--- src/rtl/param_elastic_pipe.sv ---
// Elastic multi-lane register pipeline: CHANNELS x WIDTH lanes share one valid/ready handshake over DEPTH stages.
// Latency: DEPTH cycles from in_valid to out_valid when the pipe ahead is empty and unstalled; 1 word/cycle throughput.
// Backpressure: empty stages always refill from upstream, so bubbles collapse; in_ready drops only when every stage is full and out_ready=0, or during flush.
module param_elastic_pipe #(
    parameter int WIDTH    = 4,
    parameter int CHANNELS = 2,
    parameter int DEPTH    = 3,
    parameter int CNT_W    = 2
) (
    input  logic                      clk,
    input  logic                      rst_n,
    input  logic                      flush,
    input  logic [CHANNELS*WIDTH-1:0] in_data,
    input  logic                      in_valid,
    output logic                      in_ready,
    output logic [CHANNELS*WIDTH-1:0] out_data,
    output logic                      out_valid,
    input  logic                      out_ready,
    output logic [CNT_W-1:0]          occupancy
);

    // Lane c occupies bits [c*WIDTH +: WIDTH], identical to the flat port mapping.
    typedef logic [CHANNELS-1:0][WIDTH-1:0] word_t;

    logic [DEPTH-1:0] v;
    logic [DEPTH-1:0] adv;
    logic [DEPTH-1:0] load;
    word_t            d [DEPTH];
    logic [CNT_W-1:0] occ;
    logic             accept;
    logic             pop;

    // Ready chain runs from the output back to the input: a stage may move
    // on if the next one is empty or is itself moving on this cycle.
    always_comb begin
        adv            = '0;
        adv[DEPTH-1]   = v[DEPTH-1] & out_ready;
        for (int i = DEPTH - 2; i >= 0; i--) begin
            adv[i] = v[i] & (~v[i+1] | adv[i+1]);
        end
    end

    assign load     = ~v | adv;
    assign in_ready = load[0] & ~flush;
    assign accept   = in_valid & in_ready;
    assign pop      = adv[DEPTH-1];

    always_ff @(posedge clk or negedge rst_n) begin
        if (!rst_n) begin
            v <= '0;
        end else if (flush) begin
            v <= '0;
        end else begin
            if (load[0]) begin
                v[0] <= accept;
            end
            for (int i = 1; i < DEPTH; i++) begin
                if (load[i]) begin
                    v[i] <= adv[i-1];
                end
            end
        end
    end

    // Data moves with the valid bits but is not cleared by flush; stale
    // contents are harmless because the valid bits gate them.
    always_ff @(posedge clk or negedge rst_n) begin
        if (!rst_n) begin
            for (int i = 0; i < DEPTH; i++) begin
                d[i] <= '0;
            end
        end else begin
            if (accept) begin
                d[0] <= in_data;
            end
            for (int i = 1; i < DEPTH; i++) begin
                if (adv[i-1]) begin
                    d[i] <= d[i-1];
                end
            end
        end
    end

    always_ff @(posedge clk or negedge rst_n) begin
        if (!rst_n) begin
            occ <= '0;
        end else if (flush) begin
            occ <= '0;
        end else if (accept && !pop) begin
            occ <= occ + CNT_W'(1);
        end else if (pop && !accept) begin
            occ <= occ - CNT_W'(1);
        end
    end

    assign out_valid = v[DEPTH-1];
    assign out_data  = d[DEPTH-1];
    assign occupancy = occ;

endmodule

--- config.mk ---
export PLATFORM = sky130hd
export DESIGN_NAME = param_elastic_pipe
export DESIGN_NICKNAME = d
export VERILOG_FILES = /design/src/rtl/param_elastic_pipe.sv
export SDC_FILE = /design/constraint.sdc
export NUM_CORES = 1
export LEC_CHECK = 0
export ABC_AREA = 1
export CAP_MARGIN = 10
export CORE_MARGIN = 2
export CORE_UTILIZATION = 50
export DETAILED_ROUTE_END_ITERATION = 16
export PLACE_DENSITY = 0.78
export SLEW_MARGIN = 20
export SYNTH_ARGS = -nofsm -noshare
export SYNTH_HDL_FRONTEND = slang
export SYNTH_SLANG_ARGS = --single-unit
--- constraint.sdc ---
create_clock -name clk -period 3.16 [get_ports clk]
set_input_delay 0.316 -clock clk [delete_from_list [all_inputs] [get_ports clk]]
set_output_delay 0.316 -clock clk [all_outputs]
set_load 0.05 [all_outputs]
=== After elaboration in Yosys (flattened, before gate mapping) ===
Index checks and enable logic that the tools add are counted.

* Add/subtract/negate cells: 2
* Muxes and demuxes: 7
* Bitwise logic cells: 12
* Reductions and logical operators: 8

{| class="wikitable"
|+ Operators with widths
! cell !! count
|-
| 2-to-1 mux 2 bit || 3
|-
| nonzero test 2 bit || 3
|-
| bitwise AND 1 bit || 5
|-
| 2-to-1 mux 1 bit || 3
|-
| 2-to-1 mux 3 bit || 1
|-
| NOT 1 bit || 3
|-
| NOT 3 bit || 1
|-
| bitwise OR 3 bit || 1
|-
| nonzero test 3 bit || 1
|-
| adder 2 x 1 -> 2 bit, second input constant || 1
|-
| logical AND 1 bit || 2
|-
| zero test 1 bit || 2
|-
| bitwise OR 1 bit || 2
|-
| subtractor 2 x 1 -> 2 bit, second input constant || 1
|}

* Bits in registers: 29
* Output and inout port bits: 12
* Word-level logic and storage cells: 39

=== Logic depth before layout (Yosys ltp) ===
* Word-level depth: 13
* Mapped depth: 8

=== Worst setup path before layout ===
No wires, ideal clock.

* Kind: register to output
* Start: reg v[2]
* End: out in_ready
* Arrival: 1.172 ns
* Path slack: 1.672 ns
* Cell stages (with the launch flop): 4
* Path buffers: 0
* Path through: dfrtp_1 -> nand4_4 -> nand2_1 -> inv_1

* Word-level cells in the longest chain between the ends: 7

{| class="wikitable"
|+ Ends and longest elaborated chain
! what !! line !! source
|-
| from (decl) || 25 || <nowiki>logic [DEPTH-1:0] v;</nowiki>
|-
| from (signal, indexed assignment) || 59 || <nowiki>v[i] <= adv[i-1];</nowiki>
|-
| bitwise AND 1 bit or NOT 1 bit (tied branches) || 37, 39 ||
|-
| bitwise OR 1 bit * || 39 || <nowiki>adv[i] = v[i] & (~v[i+1] | adv[i+1]);</nowiki>
|-
| bitwise AND 1 bit * || 39 ||
|-
| bitwise OR 1 bit * || 39 ||
|-
| bitwise AND 1 bit * || 39 ||
|-
| bitwise OR 3 bit * || 43 || <nowiki>assign load = ~v | adv;</nowiki>
|-
| bitwise AND 1 bit * || 44 || <nowiki>assign in_ready = load[0] & ~flush;</nowiki>
|-
| to (decl) || 15 || <nowiki>output logic in_ready,</nowiki>
|}

Mark *: on every way between the ends. The rest lies on a longest branch, timed or not.

=== Worst setup path after layout ===
* Start: in out_ready
* End: out in_ready

* Word-level cells in the longest chain between the ends: 7

{| class="wikitable"
|+ Ends and longest elaborated chain
! what !! line !! source
|-
| from (decl) || 18 || <nowiki>input logic out_ready,</nowiki>
|-
| bitwise AND 1 bit || 37 || <nowiki>adv[DEPTH-1] = v[DEPTH-1] & out_ready;</nowiki>
|-
| bitwise OR 1 bit || 39 ||
|-
| bitwise AND 1 bit || 39 ||
|-
| bitwise OR 1 bit || 39 ||
|-
| bitwise AND 1 bit || 39 ||
|-
| bitwise OR 3 bit || 43 ||
|-
| bitwise AND 1 bit || 44 ||
|}

No other way between the ends.

==> results.tsv <==
metric	value	unit
clkTransAtPathRegs	0.09	ns
drv_cap	0	
wl_met2	1.01	mm
coreArea	2430	µm²
crit_type	in2out	
antenna_found_initial	0	
crit_required	2.84	ns
rsz0062_at_grt	no	
pin_count	25	
cts_buffers	5	
hold_buffers	0	
syn-cell-area	1260	µm²
finalCriticalPeriod	2.21	ns
synth_edf_count	0	
synth_seq_cells	29	
fillers	197	
rows	18	
power.density	699	nW/µm²
worst_pin_slew	0.502	ns
setup_tns	0	ns
timing.fmax	0.452	GHz
netlist_instances	119	
avgViaCountPerCell	4.92	
crit_start	out_ready	
clkPwrFrac	28.7	%
die_area	2930	µm²
r2r_end	occupancy[0]$_DFFE_PN0P_	
cp_cell_sequence	clkdlybuf4s50_1, inv_1, nand4_4, nand2_1, inv_1, clkdlybuf4s50_1	
initial_utilization	51.7	%
ant_nets	0	
die-height	54.2	µm
nets	154	
seqPwrFrac	43.1	%
comb_power_share	28.2	%
clock_tree.root_cell	clkbuf_4	
run_status	finished clean	
cts_buffer_depth	2	
reg2reg_from	v[2]$_DFFE_PN0P_	
drive_gt1_share	18.3	%
post-place-ws	0.947	ns
ys_warn_count	0	
setup_viol	0	
die_w	54.2	µm
dp_hpwl	1.41	mm
wirelength	2.02	mm
skew	0.0122	ns
regToRegSetupSlack	1.87	ns
fin_crit_sh	70.0	%
postCtsSetupRepairBufs	0	
cp.arrival	1.89	ns
whs	0.368	ns
async_flop_share	100	%
htreeDepth	2	
yosysUniqueCellTypes	21	
hold_class	in2async	
drc_errors	0	
setup_ws	0.949	ns
worst-path-max-fanout	4	
p_leak	0.000744	µW
place_congestion	0.724	
slowest_stage	clkdlybuf4s50_1	
netlist_top_cells_area	dfrtp_1 (58%), mux2_2 (7.2%), nand2_1 (5.7%)	
grt_max_degree	30	
maxUsedRoutingLayer	met4	
wl_met3	109	µm
met1_length	834	µm
crit_end	in_ready	
ctsResizeCount	0	
yosys.area.top_type_share	57.7	%
seq_area_frac_synth	57.7	%
drt-initial-drc-count	10	
wl_per_cell	11.7	µm
drv_slew	0	
grt_pass1_wl	3.31	mm
yosysTopAreaCell	dfrtp_1	
port_buffers	24	
switchingPower	344	µW
yosysMostFrequentCell	dfrtp_1	
slew_headroom	66.4	%
synth_fp_nets	132	
cpPeakStageDelay	0.79	ns
utilization	63.7	%
synth_ff_type	dfrtp_1	
end_kind	output pin	
syn_avg_cell_area	10.6	µm²
switching_share	31.8	%
overflow	0	
grt_usage	17.2	%
diodes	0	
syn2layout_area_growth	23.2	%
worstSkewPairLatency	0.32	ns
finalHoldViolations	0	
internal_power	739	µW
reg2reg_depth	7	
cts_sinks	29	
synth_commonest_cells	dfrtp_1 (29), nand2_1 (19), inv_1 (12), a21oi_1 (10), buf_4 (9)	
grt_pass1_vias	786	
irDropWorstVdd	0.000581	V
finalPower	1080	µW
vias	846	
first_pass_iters	4	
cp-start-kind	primary input	
cts_tree	done	
power by group through the flow:
stage          Clock (µW)  Combinational (µW)  Sequential (µW)
6_report              310                 306              467
3_5_place_dp            0                 308              475
4_1_cts               319                 309              467
2_1_floorplan           0                 243              475
5_1_grt               335                 326              474
3_3_place_gp            0                 302              471
critical path: cells and delay by family:
kind / cells / cell delay [ns]
and+or+nand+nor: 2 / 0.17
buffers and inverters: 4 / 1.41
cell usage in the layout (no fill, tap or decap), drive strengths merged:
| master | Yosys | routed |
|---|---|---|
| a21oi | 11 | 11 |
| nand2 | 23 | 23 |
| xor2 | 1 | 1 |
| nor2 | 10 | 10 |
| inv | 13 | 13 |
| nand3b | 1 | 1 |
| nand3 | 2 | 2 |
| clkbuf | 0 | 7 |
| clkdlybuf4s50 | 0 | 24 |
| buf | 10 | 1 |
| mux2 | 8 | 8 |
| dfrtp | 29 | 29 |
| nand4 | 2 | 2 |
| bufinv | 0 | 1 |
| o21ai | 9 | 9 |
routing by layer:
layer | global-route usage, % | vias up
li1 | - | 418
met1 | 18.0 | 400
met2 | 28.5 | 21
met3 | 5.83 | 7
met4 | 12.5 | 0
met5 | 0 | -
stage by stage:
stage	instances	area [µm²]
global placement	164	1460
global route	172	1550
finish	172	1550
detailed placement	164	1460
CTS	172	1550
floorplan	119	1260
cells by family after synthesis:
| family | after synthesis | share of synthesized area (%) |
|---|---|---|
| and+or+nand+nor | 38 | 16.0 |
| buffers and inverters | 23 | 10.1 |
| AOI/OAI and AO/OA | 20 | 8.26 |
| xor gates and xnor gates | 1 | 0.697 |
| muxes | 8 | 7.16 |
| DFF | 29 | 57.7 |
area by class of cell:
| cell class | instances | area, µm² | area share, % |
|---|---|---|---|
| multi-input combinational | 67 | 404 | 26.1 |
| inverter | 13 | 48.8 | 3.15 |
| timing repair buffer | 25 | 248 | 16.0 |
| tap | 30 | 37.5 | 2.42 |
| clock inverter | 1 | 30.0 | 1.94 |
| sequential | 29 | 726 | 46.8 |
| clock buffer | 7 | 55.1 | 3.55 |
flip-flops by register name, summed over array words and instances (netlist names):
name,count
out_data,8
occupancy,2
v,3
d,16
how the worst min path moves through the flow:
stage / cells after the start / slack (ns) / to
floorplan: 0 / 0.02 / d[10]$_DFFE_PN0P_
global placement: 2 / 0.46 / d[15]$_DFFE_PN0P_
detailed placement: 2 / 0.47 / d[13]$_DFFE_PN0P_
CTS: 2 / 0.37 / d[14]$_DFFE_PN0P_
global route: 2 / 0.39 / d[22]$_DFFE_PN0N_
finish: 2 / 0.37 / d[22]$_DFFE_PN0N_
(Power assumes the default switching activity.)
